File: config.mk
export PLATFORM = sky130hd
export DESIGN_NAME = fp32_div_seq_flat
export DESIGN_NICKNAME = d
export VERILOG_FILES = /design/src/rtl/fp32_div_seq_pkg.sv /design/src/rtl/fp32_div_seq_if.sv /design/src/rtl/fp32_div_seq_classify.sv /design/src/rtl/fp32_div_seq.sv /design/src/flat_wrapper.sv
export SDC_FILE = /design/constraint.sdc
export NUM_CORES = 1
export LEC_CHECK = 0
export CORE_MARGIN = 4
export CORE_UTILIZATION = 55
export DETAILED_ROUTE_END_ITERATION = 8
export PLACE_DENSITY = 0.86
export SLEW_MARGIN = 20
export SYNTH_ARGS = -nofsm -noshare
export SYNTH_HDL_FRONTEND = slang
export SYNTH_SLANG_ARGS = --single-unit
File: constraint.sdc
create_clock -name clk -period 3.1 [get_ports clk]
set_input_delay 0.465 -clock clk [delete_from_list [all_inputs] [get_ports clk]]
set_output_delay 0.465 -clock clk [all_outputs]
set_load 0.1 [all_outputs]
File: src/rtl/fp32_div_seq_pkg.sv
// Shared types and constants for the sequential FP32 divider.
package fp_div_pkg;

  localparam int EXP_W_DEF = 8;
  localparam int MAN_W_DEF = 23;
  localparam int BIAS      = (1 << (EXP_W_DEF - 1)) - 1;

  localparam logic [31:0] QNAN = 32'h7FC0_0000;

  typedef enum logic [1:0] {IDLE, DIV, NORM} state_t;

  typedef struct packed {
    logic invalid;
    logic dz;
    logic ovf;
    logic unf;
  } flags_t;

  typedef enum logic [1:0] {ZERO, NORM_NUM, INF, NAN} cls_t;

  // Which result the NORM cycle emits: the computed quotient or a fixed special value.
  typedef enum logic [2:0] {SP_NONE, SP_NAN, SP_INF_DZ, SP_INF, SP_ZERO} sel_t;

endpackage

File: src/rtl/fp32_div_seq_if.sv
// Start/done handshake bundle between the FP unit and the divider.
interface fp32_div_seq_if #(
  parameter int W = 32
);
  logic         start;
  logic [W-1:0] a;
  logic [W-1:0] b;
  logic         busy;
  logic         done;
  logic [W-1:0] result;
  logic [3:0]   flags;

  modport master (output start, a, b, input busy, done, result, flags);
  modport slave  (input start, a, b, output busy, done, result, flags);
endinterface

File: src/rtl/fp32_div_seq_classify.sv
// Operand classification and special-result selection for a / b.
// Inputs exclude the sign bit; denormals are classed as zero.
module fp_div_classify
  import fp_div_pkg::*;
#(
  parameter int EXP_W = 8,
  parameter int MAN_W = 23
) (
  input  logic [EXP_W+MAN_W-1:0] a_i,
  input  logic [EXP_W+MAN_W-1:0] b_i,
  output cls_t                   cls_a_o,
  output cls_t                   cls_b_o,
  output sel_t                   sel_o
);

  function automatic cls_t classify(input logic [EXP_W-1:0] e, input logic [MAN_W-1:0] m);
    if (e == '0)              return ZERO;
    else if (e != '1)         return NORM_NUM;
    else if (m == '0)         return INF;
    else                      return NAN;
  endfunction

  // Classify each operand, then pick the special result by IEEE priority.
  always_comb begin
    cls_a_o = classify(a_i[EXP_W+MAN_W-1:MAN_W], a_i[MAN_W-1:0]);
    cls_b_o = classify(b_i[EXP_W+MAN_W-1:MAN_W], b_i[MAN_W-1:0]);
    sel_o   = SP_NONE;
    if (cls_a_o == NAN || cls_b_o == NAN ||
        (cls_a_o == ZERO && cls_b_o == ZERO) ||
        (cls_a_o == INF  && cls_b_o == INF))
      sel_o = SP_NAN;
    else if (cls_a_o == INF)
      sel_o = SP_INF;
    else if (cls_b_o == ZERO)
      sel_o = SP_INF_DZ;
    else if (cls_a_o == ZERO || cls_b_o == INF)
      sel_o = SP_ZERO;
  end

endmodule

File: src/rtl/fp32_div_seq.sv
// Sequential IEEE-754 divider: restoring shift-subtract, one quotient bit per cycle.
// Optional macro FP_DIV_RNE_EN: round-to-nearest-even; otherwise truncate.
module fp32_div_seq
  import fp_div_pkg::*;
#(
  parameter int EXP_W = EXP_W_DEF,
  parameter int MAN_W = MAN_W_DEF
) (
  input logic           clk,
  input logic           rst,
  fp32_div_seq_if.slave bus
);

  localparam int W     = 1 + EXP_W + MAN_W;
  localparam int NITER = MAN_W + 3;
  localparam int EW    = EXP_W + 2;
  localparam int RW    = MAN_W + 2;
  localparam int CW    = $clog2(NITER);
  localparam int BIAS_L = (1 << (EXP_W - 1)) - 1;
  localparam logic signed [EW-1:0] EMAX = EW'((1 << EXP_W) - 1);
  localparam logic [W-1:0] QNAN_W = {1'b0, {EXP_W{1'b1}}, 1'b1, {(MAN_W-1){1'b0}}};
`ifdef FP_DIV_RNE_EN
  localparam bit RNE = 1'b1;
`else
  localparam bit RNE = 1'b0;
`endif

  function automatic logic round_inc(input logic g, input logic s, input logic lsb);
    return RNE & g & (s | lsb);
  endfunction

  state_t              state_q, state_d;
  logic [CW-1:0]       cnt_q;
  logic [RW-1:0]       r_q;
  logic [MAN_W:0]      d_q;
  logic [NITER-1:0]    q_q;
  logic signed [EW-1:0] e_q;
  logic                s_q;
  sel_t                sel_q;
  logic                busy_q, done_q;
  logic [W-1:0]        result_q, res_d;
  flags_t              flags_q, flg_d;

  cls_t cls_a, cls_b;
  sel_t sel;

  fp_div_classify #(.EXP_W(EXP_W), .MAN_W(MAN_W)) u_cls (
    .a_i     (bus.a[W-2:0]),
    .b_i     (bus.b[W-2:0]),
    .cls_a_o (cls_a),
    .cls_b_o (cls_b),
    .sel_o   (sel)
  );

  logic                 load;
  logic                 special;
  logic signed [EW-1:0] e_load;
  logic                 qbit;
  logic [RW-2:0]        r_rem;

  assign load    = (state_q == IDLE) && bus.start;
  assign special = (cls_a != NORM_NUM) || (cls_b != NORM_NUM);
  assign e_load  = EW'({2'b00, bus.a[W-2:MAN_W]}) - EW'({2'b00, bus.b[W-2:MAN_W]}) + EW'(BIAS_L);
  assign qbit    = (r_q >= {1'b0, d_q});
  assign r_rem   = qbit ? (RW-1)'(r_q - {1'b0, d_q}) : r_q[RW-2:0];

  // State register.
  always_ff @(posedge clk) begin
    if (rst) state_q <= IDLE;
    else     state_q <= state_d;
  end

  // Next-state: accept start only when idle, iterate NITER cycles, one cycle to finish.
  always_comb begin
    state_d = state_q;
    case (state_q)
      IDLE:    if (bus.start) state_d = DIV;
      DIV:     if (cnt_q == CW'(NITER - 1)) state_d = NORM;
      NORM:    state_d = IDLE;
      default: state_d = IDLE;
    endcase
  end

  // Control and output registers; reset aborts any operation without a done pulse.
  always_ff @(posedge clk) begin
    if (rst) begin
      busy_q   <= 1'b0;
      done_q   <= 1'b0;
      cnt_q    <= '0;
      result_q <= '0;
      flags_q  <= '0;
    end else begin
      done_q <= 1'b0;
      case (state_q)
        IDLE: if (bus.start) begin
          busy_q <= 1'b1;
          cnt_q  <= '0;
        end
        DIV:  cnt_q <= cnt_q + CW'(1);
        NORM: begin
          busy_q   <= 1'b0;
          done_q   <= 1'b1;
          result_q <= res_d;
          flags_q  <= flg_d;
        end
        default: ;
      endcase
    end
  end

  // Datapath: latch operands on start, then one restoring step per DIV cycle.
  always_ff @(posedge clk) begin
    if (load) begin
      r_q   <= {1'b0, 1'b1, bus.a[MAN_W-1:0]};
      d_q   <= {1'b1, bus.b[MAN_W-1:0]};
      q_q   <= '0;
      e_q   <= e_load;
      s_q   <= bus.a[W-1] ^ bus.b[W-1];
      sel_q <= special ? sel : SP_NONE;
    end else if (state_q == DIV) begin
      r_q <= {r_rem, 1'b0};
      q_q <= {q_q[NITER-2:0], qbit};
    end
  end

  logic                 norm_hi, guard, sticky, carry;
  logic [MAN_W-1:0]     frac, frac_r;
  logic signed [EW-1:0] e_n, e_r;
  logic                 ovf, unf;

  // Normalise the quotient, round, range-check and pick the final result.
  always_comb begin
    norm_hi = q_q[NITER-1];
    if (norm_hi) begin
      frac   = q_q[NITER-2:2];
      guard  = q_q[1];
      sticky = q_q[0] | (|r_q);
      e_n    = e_q;
    end else begin
      frac   = q_q[NITER-3:1];
      guard  = q_q[0];
      sticky = |r_q;
      e_n    = e_q - EW'(1);
    end
    {carry, frac_r} = {1'b0, frac} + (MAN_W+1)'(round_inc(guard, sticky, frac[0]));
    e_r = e_n + EW'(carry);
    ovf = !e_r[EW-1] && (e_r >= EMAX);
    unf = e_r[EW-1] || (e_r == '0);

    res_d = '0;
    flg_d = '0;
    case (sel_q)
      SP_NAN: begin
        res_d         = QNAN_W;
        flg_d.invalid = 1'b1;
      end
      SP_INF_DZ: begin
        res_d    = {s_q, {EXP_W{1'b1}}, {MAN_W{1'b0}}};
        flg_d.dz = 1'b1;
      end
      SP_INF:  res_d = {s_q, {EXP_W{1'b1}}, {MAN_W{1'b0}}};
      SP_ZERO: res_d = {s_q, {(W-1){1'b0}}};
      default: begin
        if (ovf) begin
          res_d     = {s_q, {EXP_W{1'b1}}, {MAN_W{1'b0}}};
          flg_d.ovf = 1'b1;
        end else if (unf) begin
          res_d     = {s_q, {(W-1){1'b0}}};
          flg_d.unf = 1'b1;
        end else begin
          res_d = {s_q, e_r[EXP_W-1:0], frac_r};
        end
      end
    endcase
  end

  assign bus.busy   = busy_q;
  assign bus.done   = done_q;
  assign bus.result = result_q;
  assign bus.flags  = flags_q;

endmodule
File: src/flat_wrapper.sv
// flat-port wrapper written by rule: the top's interface ports become plain ports
module fp32_div_seq_flat import fp_div_pkg::*;
#(
  parameter int EXP_W = EXP_W_DEF,
  parameter int MAN_W = MAN_W_DEF
)
  (clk, rst, bus_start, bus_a, bus_b, bus_busy, bus_done, bus_result, bus_flags);
  fp32_div_seq_if bus_i ();
  input logic clk;
  input logic rst;
  input wire logic [$bits(bus_i.start)-1:0] bus_start;
  input wire logic [$bits(bus_i.a)-1:0] bus_a;
  input wire logic [$bits(bus_i.b)-1:0] bus_b;
  output wire logic [$bits(bus_i.busy)-1:0] bus_busy;
  output wire logic [$bits(bus_i.done)-1:0] bus_done;
  output wire logic [$bits(bus_i.result)-1:0] bus_result;
  output wire logic [$bits(bus_i.flags)-1:0] bus_flags;
  assign bus_i.start = bus_start;
  assign bus_i.a = bus_a;
  assign bus_i.b = bus_b;
  assign bus_busy = bus_i.busy;
  assign bus_done = bus_i.done;
  assign bus_result = bus_i.result;
  assign bus_flags = bus_i.flags;
  fp32_div_seq #(.EXP_W(EXP_W), .MAN_W(MAN_W)) u_core (.clk(clk), .rst(rst), .bus(bus_i));
endmodule
# Yosys cells after proc, flatten, opt, wreduce, memory -nomap -nowiden
# Index checks and enable logic that the tools add are counted.
# word_totals
register_bits	133
output_inout_bits	38
input_bits	67
# classes
add_sub_neg	5
eq_ne	17
mux	32
n_bitwise	2
n_lt_le_gt_ge	2
n_reduce_logical	29
# op_table
op	n
case mux 32 bit (3 select lines)	1
2-to-1 mux 23 bit	3
2-to-1 mux 31 bit	2
logical NOT 23 bit	2
greater-or-equal comparator 25 x 24 -> 1 bit	1
2-to-1 mux 24 bit	1
subtractor 24 bit	1
2-to-1 mux 2 bit	9
logical NOT 8 bit	2
inequality test 8 bit (second input constant)	2
adder 10 x 7 -> 10 bit (second input constant)	1
equality test 2 bit (second input constant)	5
greater-or-equal comparator 10 x 9 -> 1 bit (second input constant)	1
logical NOT 10 bit	1
2-to-1 mux 1 bit	10
2-to-1 mux 10 bit	1
case mux 5 bit (2 select lines)	1
subtractor 10 x 2 -> 10 bit (second input constant)	1
subtractor 8 x 8 -> 9 bit	1
OR reduction 4 bit	2
equality test 3 x 2 -> 1 bit (second input constant)	2
logical NOT 2 bit	3
logical OR 1 bit	6
inequality test 2 x 1 -> 1 bit (second input constant)	3
17 further kinds	25

# Logic depth before layout (Yosys ltp)
# Gate-level depths: netlist of run 1.
# logic_depth
ltp_word	10
mapped_depth	13
ltp_nobuf	12

# Modules after synthesis
# From an unflattened synthesis of run 1, not the netlist that was laid out.
# unflattened
cells_unflattened	762
area_unflattened_um2	7179.4
# modules_own_cells
mod	cells_per_inst	instances	seq_area_each_um2	area_each_um2
fp32_div_seq	721	1	3263.1	6907.9
fp_div_classify	41	1	0.0	271.5

# Worst setup path before layout of run 1
# Ideal clock, no wire load.
# synth_timing
kind	register -> register
start	reg u_core.d_q[1]
end	reg u_core.r_q[1], data pin
t_arrival_ps	2526
synth_period_minus_slack_ps	2789
setup_slack_ps	311
t_required_ps	2837
n_path_buf	2
stages_incl_launch_ff	13
path_cell_list	edfxtp_1 > inv_1 > ha_1 > nor2b_1 > o31ai_1 > a2111o_1 > nand3_1 > a21boi_0 > buf_2 > buf_2 > nor2_1 > a211oi_1 > nor2_1
# synth_between
elab_chain_len	4
# synth_rtl
element	line_no	text
start, declared	fp32_div_seq.sv:35	logic [MAN_W:0] d_q;
start signal, assigned	fp32_div_seq.sv:115	d_q <= {1'b1, bus.b[MAN_W-1:0]};
greater-or-equal comparator 25 x 24 -> 1 bit	fp32_div_seq.sv:64	assign qbit = (r_q >= {1'b0, d_q});
2-to-1 mux 24 bit	fp32_div_seq.sv:65	assign r_rem = qbit ? (RW-1)'(r_q - {1'b0, d_q}) : r_q[RW-2:0];
2-to-1 mux 23 bit	fp32_div_seq.sv:120	end else if (state_q == DIV) begin
2-to-1 mux 23 bit	fp32_div_seq.sv:113	if (load) begin
end signal, assigned	fp32_div_seq.sv:114	r_q <= {1'b0, 1'b1, bus.a[MAN_W-1:0]};
end signal, assigned	fp32_div_seq.sv:121	r_q <= {r_rem, 1'b0};
end, declared	fp32_div_seq.sv:34	logic [RW-1:0] r_q;
# No other way between the ends. The select of a mux whose other input is x is not followed.
# A chain may end at the register's enable or synchronous reset.

# Worst setup path in the final report of run 1
# layout_timing
start	reg u_core.r_q[4]
end	reg u_core.r_q[21], data pin
# layout_between
elab_chain_len	4
# layout_rtl
element	line_no
subtractor 24 bit or greater-or-equal comparator 25 x 24 -> 1 bit (tied branches)	fp32_div_seq.sv:65, fp32_div_seq.sv:64
2-to-1 mux 24 bit *	fp32_div_seq.sv:65
2-to-1 mux 23 bit *	fp32_div_seq.sv:120
2-to-1 mux 23 bit *	fp32_div_seq.sv:113
# Every way passes the cells marked *; elsewhere a longest branch is shown, timed or not. The select of a mux whose other input is x is not followed.

==> results of run 1 <==
[cell families (layout without fill, tap and decap cells)]
group	Yosys count	in the layout
compound gates	211	211
xor+xnor	33	33
fa+ha+maj	37	37
buf+inv	91	207
flops	133	133
mux	30	30
simple gates	264	264
[sequential cells by signal, summed over array words and instances (netlist names)]
name               cells
u_core.bus.busy        1
u_core.bus.done        1
u_core.bus.flags       4
u_core.bus.result     32
u_core.cnt_q           5
u_core.d_q            23
u_core.e_q            10
u_core.q_q            26
u_core.r_q            25
u_core.s_q             1
u_core.sel_q           3
u_core.state_q         2
[layout by cell type (no fill, tap or decap), types with 12 or more instances in the layout]
master | Yosys | layout
clkdlybuf4s50_1 | 0 | 66
buf_4 | 0 | 59
nand2_1 | 59 | 59
xor2_1 | 12 | 12
nand3_1 | 14 | 14
nor4_1 | 13 | 13
ha_1 | 35 | 35
nand4_1 | 12 | 12
xnor2_1 | 21 | 21
inv_1 | 48 | 47
a21oi_1 | 60 | 60
o21ai_0 | 29 | 27
nor3_1 | 22 | 22
dfxtp_1 | 73 | 72
o21ai_2 | 20 | 20
a22o_1 | 26 | 26
edfxtp_1 | 60 | 60
nor2_1 | 90 | 90
clkbuf_16 | 0 | 19
mux2i_1 | 27 | 27
[final cells by class]
cell class                      count  area (µm²)  area share [%]
Multi-Input combinational cell    575        3810            41.5
Sequential cell                   133        3260            35.5
Timing Repair Buffer              126        1120            12.2
Clock buffer                       22         497            5.41
Tap cell                          176         220            2.40
Inverter                           49         184            2.00
Clock inverter                     10        80.1           0.872
[layer usage]
metal,vias up,track usage [%]
li1,3126,-
met1,2960,29.4
met2,199,37.6
met3,42,5.70
met4,2,8.77
met5,-,0
[stage by stage]
stage          setup WS, ns  utilization (%)  hold slack [ns]
2_1_floorplan         0.311                -            0.426
3_3_place_gp         0.0214             64.9            0.436
3_5_place_dp        -0.0453             64.9            0.443
4_1_cts               0.139             69.4            0.457
5_1_grt             -0.0143             69.4            0.479
6_report              0.127             69.4            0.452
[power by group through the flow]
stage / Sequential [µW] / Clock [µW] / Combinational [µW]
after global placement: 2290 / 0 / 2370
after detailed placement: 2300 / 0 / 2430
after floorplan: 2260 / 0 / 1840
final: 2280 / 1940 / 2500
after global routing: 2300 / 2040 / 2790
after CTS: 2270 / 1950 / 2470
[worst max path at each step]
stage	slack [ns]	endpoint	depth (start not counted)
floorplan	0.31	u_core.r_q[1]	12
global placement	0.02	u_core.e_q[8]	12
detailed placement	-0.05	u_core.e_q[8]	12
CTS	0.14	u_core.bus.result[6]	11
global route	-0.01	u_core.r_q[17]	10
finish	0.13	u_core.r_q[21]	9
[tightest hold or removal path, stage by stage (launching register included)]
cell,delay (ns)
dfxtp_1,0.32
nand2_1,0.06
o21ai_2,0.04
[repair_timing]
action / 4_1_cts / 5_1_grt
setup endpoints to repair: 1 / 3
buffers inserted: 1 / 0
resized for setup: 0 / 2
==> results by group, run 1 <==
Status
  • Status: completed

Worst setup path
  • Most used cell along the critical path: a21oi_1
  • CP Buf/Inv Count: 0
  • Slowest Stage Delay on Critical Path: about 0.63 ns
  • Crit-path slowest cell: or4b_2
  • CP Launch Type: flip-flop
  • Worst R2R Setup Slack: 0.13 ns
  • Critical path type: reg -> reg
  • RR Startpoint: u_core.r_q[4]
  • Setup crit end kind: flip-flop
  • Crit-path cells: ha_1 > a21o_1 > a21oi_1 > a21oi_1 > or4b_2 > o2111ai_1 > a21oi_1 > or3_1 > a21oi_1
  • Crit path DAT: between 3 and 4 ns
  • CP top delay family: compound AO/OA/AOI/OAI gates
  • Worst-path fanout max: 5
  • FF-to-FF End: u_core.r_q[21]
  • Worst Path Required: between 3 and 4 ns
  • CP Launch Point: u_core.r_q[4]
  • Reg2reg path depth: 9

Timing
  • Min Clock Period, post-route: 2.97 ns
  • Setup TNS: 0 ns
  • Worst Max-Slew Pin Slew: about 0.56 ns
  • RSZ-0062 raised after global routing: yes
  • Hold Vio Cnt, Final: 0
  • Final-report max-slew violation count: 0
  • Tcrit/Tclk final: 95.9%
  • Setup violators final: 0
  • FMAX: about 0.34 GHz
  • Post-route clock skew: roughly 0.0046 ns
  • Rel. slew slack: between 60% and 70%

Worst hold path
  • Hold EP: u_core.bus.result[17]
  • Worst Hold Class: reg -> reg
  • Hold Crit Start: u_core.bus.result[17]
  • Hold depth: 2

Synth
  • Simple-Gate Fraction of Synth Area: between 10% and 20%
  • Synth Area in Compound Gates: between 10% and 20%
  • Largest cells by area after synthesis: edfxtp_1 (24%), dfxtp_1 (20%), ha_1 (5.9%), nor2_1 (4.5%), a21oi_1 (4.0%)
  • #FFs+latches synth: 133
  • Yosys Warn Count: 0
  • Post-Synth XOR/XNOR Area: roughly 3.9%
  • Post-synth ARST share: 0%
  • Count leader, synth: nor2_1
  • Multiplexer share of the synthesized area: ~4%
  • Yosys top cell by area: edfxtp_1
  • Yosys cell types: 65
  • Sequential fraction of the synthesis area: ~44%
  • Avg Cell Area, Syn: 9.31 µm²
  • Synth top cells by count: nor2_1 (90), dfxtp_1 (73), a21oi_1 (60), edfxtp_1 (60), nand2_1 (59)
  • Most used DFF post-synth: dfxtp_1
  • Share of the synthesized area in the top cell type: between 20% and 30%
  • Number of enable flip-flop cells after synthesis: 60
  • Post-Synth Adder-Cell Area: ~6.4%
  • Post-Syn Area: 0.00744 mm²
  • Syn_nets: ~900
  • Main combinational cell family by area after synthesis: compound AO/OA/AOI/OAI gates
  • Post-synthesis cell count: 799

Cells and area
  • Non-Filler Instances: 1,091
  • ANT cells: 0
  • Area growth syn-to-layout: 23.4%
  • Fin nets: approximately 1,000
  • Filler Cell Count: about 1,000
  • Layout cells sized above 1: 14.1%
  • Post-route design area: 0.00918 mm²

Flow run
  • Max cap viols: 0

CTS
  • Num CTS Buffers: 17
  • Clk sinks: between 100 and 150
  • H-tree levels: 4
  • Post-CTS Hold Buffers: 0
  • Worst-path clk slew: 0.06 ns
  • Skew-Pair Late Insertion Delay: between 0.4 and 0.5 ns
  • CTS max path bufs: 2
  • Root buf cell: clkbuf_16
  • CTS tree: yes

Placed design
  • IO Port Bufs: 104
  • DP Cell Count: ~1,100
  • GPL Wtd Cong: around 0.91
  • Post-DP HPWL: about 13,000 µm
  • Dpl cell area: roughly 0.0086 mm²

Floorplan
  • Die H: roughly 120 µm
  • I/O pins: between 100 and 150
  • Die area: 0.0155 mm²
  • Die width: roughly 120 µm
  • Core ar.: between 0.01 and 0.015 mm²
  • Std-Cell Rows: between 40 and 50
  • Starting Density: approximately 56%

Global route
  • Vias in the first global route: 6,241
  • Gr usage total: 22.9%
  • Initial antenna violation count: 1
  • Total global routing overflow: 0
  • Largest net degree at the start of global routing: 38
  • Global-route wire length before repair: between 20,000 and 30,000 µm

Power and ir drop
  • Leakage: roughly 0.0036 µW
  • PD cells: 731 mW/mm²
  • NetSw: about 2300 µW
  • Switching Share: roughly a third
  • Combinational group share of total power: 37.2%
  • Cell Int Power: ~4400 µW
  • Power Total: roughly 6700 µW
  • Sequential power share: roughly 34%
  • Clock power frac: 28.8%
  • Peak VDD IR: between 0.0006 and 0.0007 V

Drt
  • Drt wl/cell: 15.9 µm
  • DRT antenna net count: 0
  • Drt via density: just under 6
  • M1 WL: roughly 7700 µm
  • Top routing layer in use: met5
  • DR iter-0 viols: roughly 450
  • DRT Wirelength: ~17,000 µm
  • Met2 routed WL: slightly above 8000 µm
  • Met3 wire length: 1010 µm
  • DR pass1 iterations: 5
  • DRC Markers: 0
  • Vias post-DR: between 6,000 and 7,000
Note: power is estimated with default switching activity, not from simulation.
==> inputs of run 2 (changes only) <==
Settings changed: REMOVE_ABC_BUFFERS set to 1, TNS_END_PERCENT set to 30.
==> results by group, run 2 (synthesized netlist as in run 1, its figures left out) <==
Power and ir drop
  • PD cells: 719 mW/mm² (-1.5%)
  • Combinational group share of total power: 38.0% (+0.8 points)
  • Switching Share: 35.2% (+0.50 points)
  • Power Total: 6610 µW (-1.5%)
  • Leakage: 0.00361 µW (about the same)
  • Sequential power share: 34.4% (+0.5 points)
  • Peak VDD IR: 0.000415 V (-31%)
  • NetSw: 2320 µW (about the same)
  • Clock power frac: 27.6% (-1.2 points)
  • Cell Int Power: 4280 µW (-2.3%)

Worst setup path
  • Critical path type: reg -> reg
  • Worst Path Required: 3.45 ns (+0.07 ns)
  • Crit path DAT: 3.30 ns (+0.05 ns)
  • CP Buf/Inv Count: 1 (+1)
  • Slowest Stage Delay on Critical Path: 0.71 ns (+0.08 ns)
  • Crit-path cells: inv_1 > ha_1 > nor4b_4 > nand2_1 > xnor2_1 > a41o_1 > and2_4 > or4b_4 > o21ai_0
  • Worst-path fanout max: 22 (+17)
  • Crit-path slowest cell: or4b_4
  • CP Launch Type: flip-flop
  • CP top delay family: simple AND/OR/NAND/NOR gates
  • Setup crit end kind: flip-flop

CTS
  • Clk sinks: 133 (unchanged)
  • Skew-Pair Late Insertion Delay: 0.43 ns (about the same)
  • CTS max path bufs: 2 (unchanged)
  • Worst-path clk slew: 0.06 ns (about the same)
  • Num CTS Buffers: 17 (unchanged)
  • CTS tree: yes
  • H-tree levels: 4 (unchanged)
  • Post-CTS Hold Buffers: 0 (unchanged)
  • Root buf cell: clkbuf_16

Placed design
  • GPL Wtd Cong: 0.896 (-1.9%)
  • IO Port Bufs: 104 (unchanged)
  • Post-DP HPWL: 12,300 µm (-2.4%)
  • DP Cell Count: 1,060 (+0.19%)
  • Dpl ws: -0.119 ns (-0.0734 ns)

Drt
  • DR iter-0 viols: 647 (+45%)
  • DRT Wirelength: 17,000 µm (-2.0%)
  • DRC Markers: 0 (unchanged)
  • Drt wl/cell: 15.5 µm (-2.0%)
  • DRT antenna net count: 0 (unchanged)
  • DR pass1 iterations: 5 (unchanged)
  • Vias post-DR: 6,221 (-1.7%)
  • Drt via density: 5.70 (-1.8%)

Global route
  • Total global routing overflow: 0 (unchanged)
  • Global-route wire length before repair: 27,700 µm (-5.8%)
  • Gr usage total: 21.6% (-1.4 points)
  • Vias in the first global route: 5,978 (-4.2%)
  • Largest net degree at the start of global routing: 52 (+37%)
  • Initial antenna violation count: 0 (-1)

Floorplan
  • Die area: 0.0155 mm² (unchanged)
  • Die width: 124 µm (unchanged)
  • Core ar.: 0.0132 mm² (unchanged)
  • Die H: 124 µm (unchanged)
  • Starting Density: 56.2% (unchanged)
  • Std-Cell Rows: 42 (unchanged)
  • I/O pins: 105 (unchanged)

Cells and area
  • Core Util, Final: 69.4% (about the same)
  • ANT cells: 0 (unchanged)
  • Area growth syn-to-layout: 23.4% (about the same)
  • Fin nets: 1,008 (+0.20%)
  • Most frequent cells in the layout: nor2_1 (90), dfxtp_1 (72), clkdlybuf4s50_1 (66)
  • Commonest non-fill, non-tap cell in the layout: nor2_1
  • Layout cells sized above 1: 14.7% (+0.64 points)
  • Max reg flops: 32 (unchanged)
  • Non-Filler Instances: 1,092 (+0.092%)

Timing
  • Rel. slew slack: 52.6% (-9.8 points)
  • Tcrit/Tclk final: 95.2% (-0.69 points)
  • Final-report max-slew violation count: 0 (unchanged)
  • Post-route clock skew: 0.00659 ns (+0.00202 ns)
  • Setup ws final: 0.148 ns (+0.0214 ns)
  • Setup violators final: 0 (unchanged)
  • Min Clock Period, post-route: 2.95 ns (-0.0214 ns)
  • Hold Vio Cnt, Final: 0 (unchanged)
  • RSZ-0062 raised after global routing: yes
  • FMAX: 0.339 GHz (+0.73%)
  • Worst Max-Slew Pin Slew: 0.708 ns (+0.144 ns)

Status
  • Status: completed

Flow run
  • Max cap viols: 0 (unchanged)

Worst hold path
  • Worst Hold Class: reg -> reg
run 2: changes by cell type in the layout (fill, tap and decap cells not counted), moves of 2 or more:
| cell | previous run | this run |
|---|---|---|
| inv_4 | 1 | 3 |
| clkinv_4 | 1 | 5 |
| o21ai_1 | 3 | 1 |
| inv_6 | 6 | 3 |
| clkbuf_16 | 19 | 17 |
| o21ai_0 | 27 | 29 |
| clkbuf_1 | 2 | 0 |
run 2: power groups by stage:
stage | clock network, µW | registers [µW] | logic, µW
6_report | 1830 | 2270 | 2510
5_1_grt | 1920 | 2290 | 2780
4_1_cts | 1850 | 2270 | 2470
3_5_place_dp | 0 | 2300 | 2440
3_3_place_gp | 0 | 2290 | 2370
2_1_floorplan | 0 | 2260 | 1800
run 2: worst paths after layout:
kind | end | depth (start not counted) | slack [ns] | from
setup / recovery | u_core.bus.result[6] | 9 | 0.15 | u_core.e_q[1]
hold / removal | u_core.bus.result[13] | 2 | 0.45 | u_core.bus.result[13]
setup reg to reg | u_core.bus.result[6] | 9 | 0.15 | u_core.e_q[1]
hold reg to reg | u_core.bus.result[13] | 2 | 0.45 | u_core.bus.result[13]
run 2: cell type report:
type,count,area [µm²]
Fill cell,1025,4060
Multi-Input combinational cell,575,3830
Sequential cell,133,3260
Timing Repair Buffer,128,1150
Clock buffer,18,439
Tap cell,176,220
Inverter,49,184
Clock inverter,13,98.8
run 2: repair_timing:
item / CTS / global route
setup buffers: 0 / 1
gates resized for setup: 0 / 3
setup endpoints to repair: 0 / 4
run 2: worst reg2reg max path, stage by stage (launching register included):
cell      delay (ns)
edfxtp_1        0.45
inv_1           0.12
ha_1            0.21
nor4b_4         0.38
nand2_1         0.13
xnor2_1         0.19
a41o_1          0.27
and2_4          0.18
or4b_4          0.71
o21ai_0         0.25
run 2: metal layers:
layer | vias to the layer above | routed length [µm] | GRT usage (%)
met1 | 2899 | 7500 | 27.8
met2 | 186 | 8160 | 35.7
met5 | - | 0 | 0
met3 | 25 | 1020 | 5.45
li1 | 3111 | - | -
met4 | 0 | 266 | 6.96
run 2: through the flow:
stage / instance area [µm²] / setup TNS [ns] / hold slack [ns]
global placement: 8630 / 0 / 0.438
global route: 9190 / -0.127 / 0.476
finish: 9190 / 0 / 0.454
detailed placement: 8630 / -0.124 / 0.443
floorplan: 7260 / -35.02 / 0.426
CTS: 9170 / 0 / 0.457
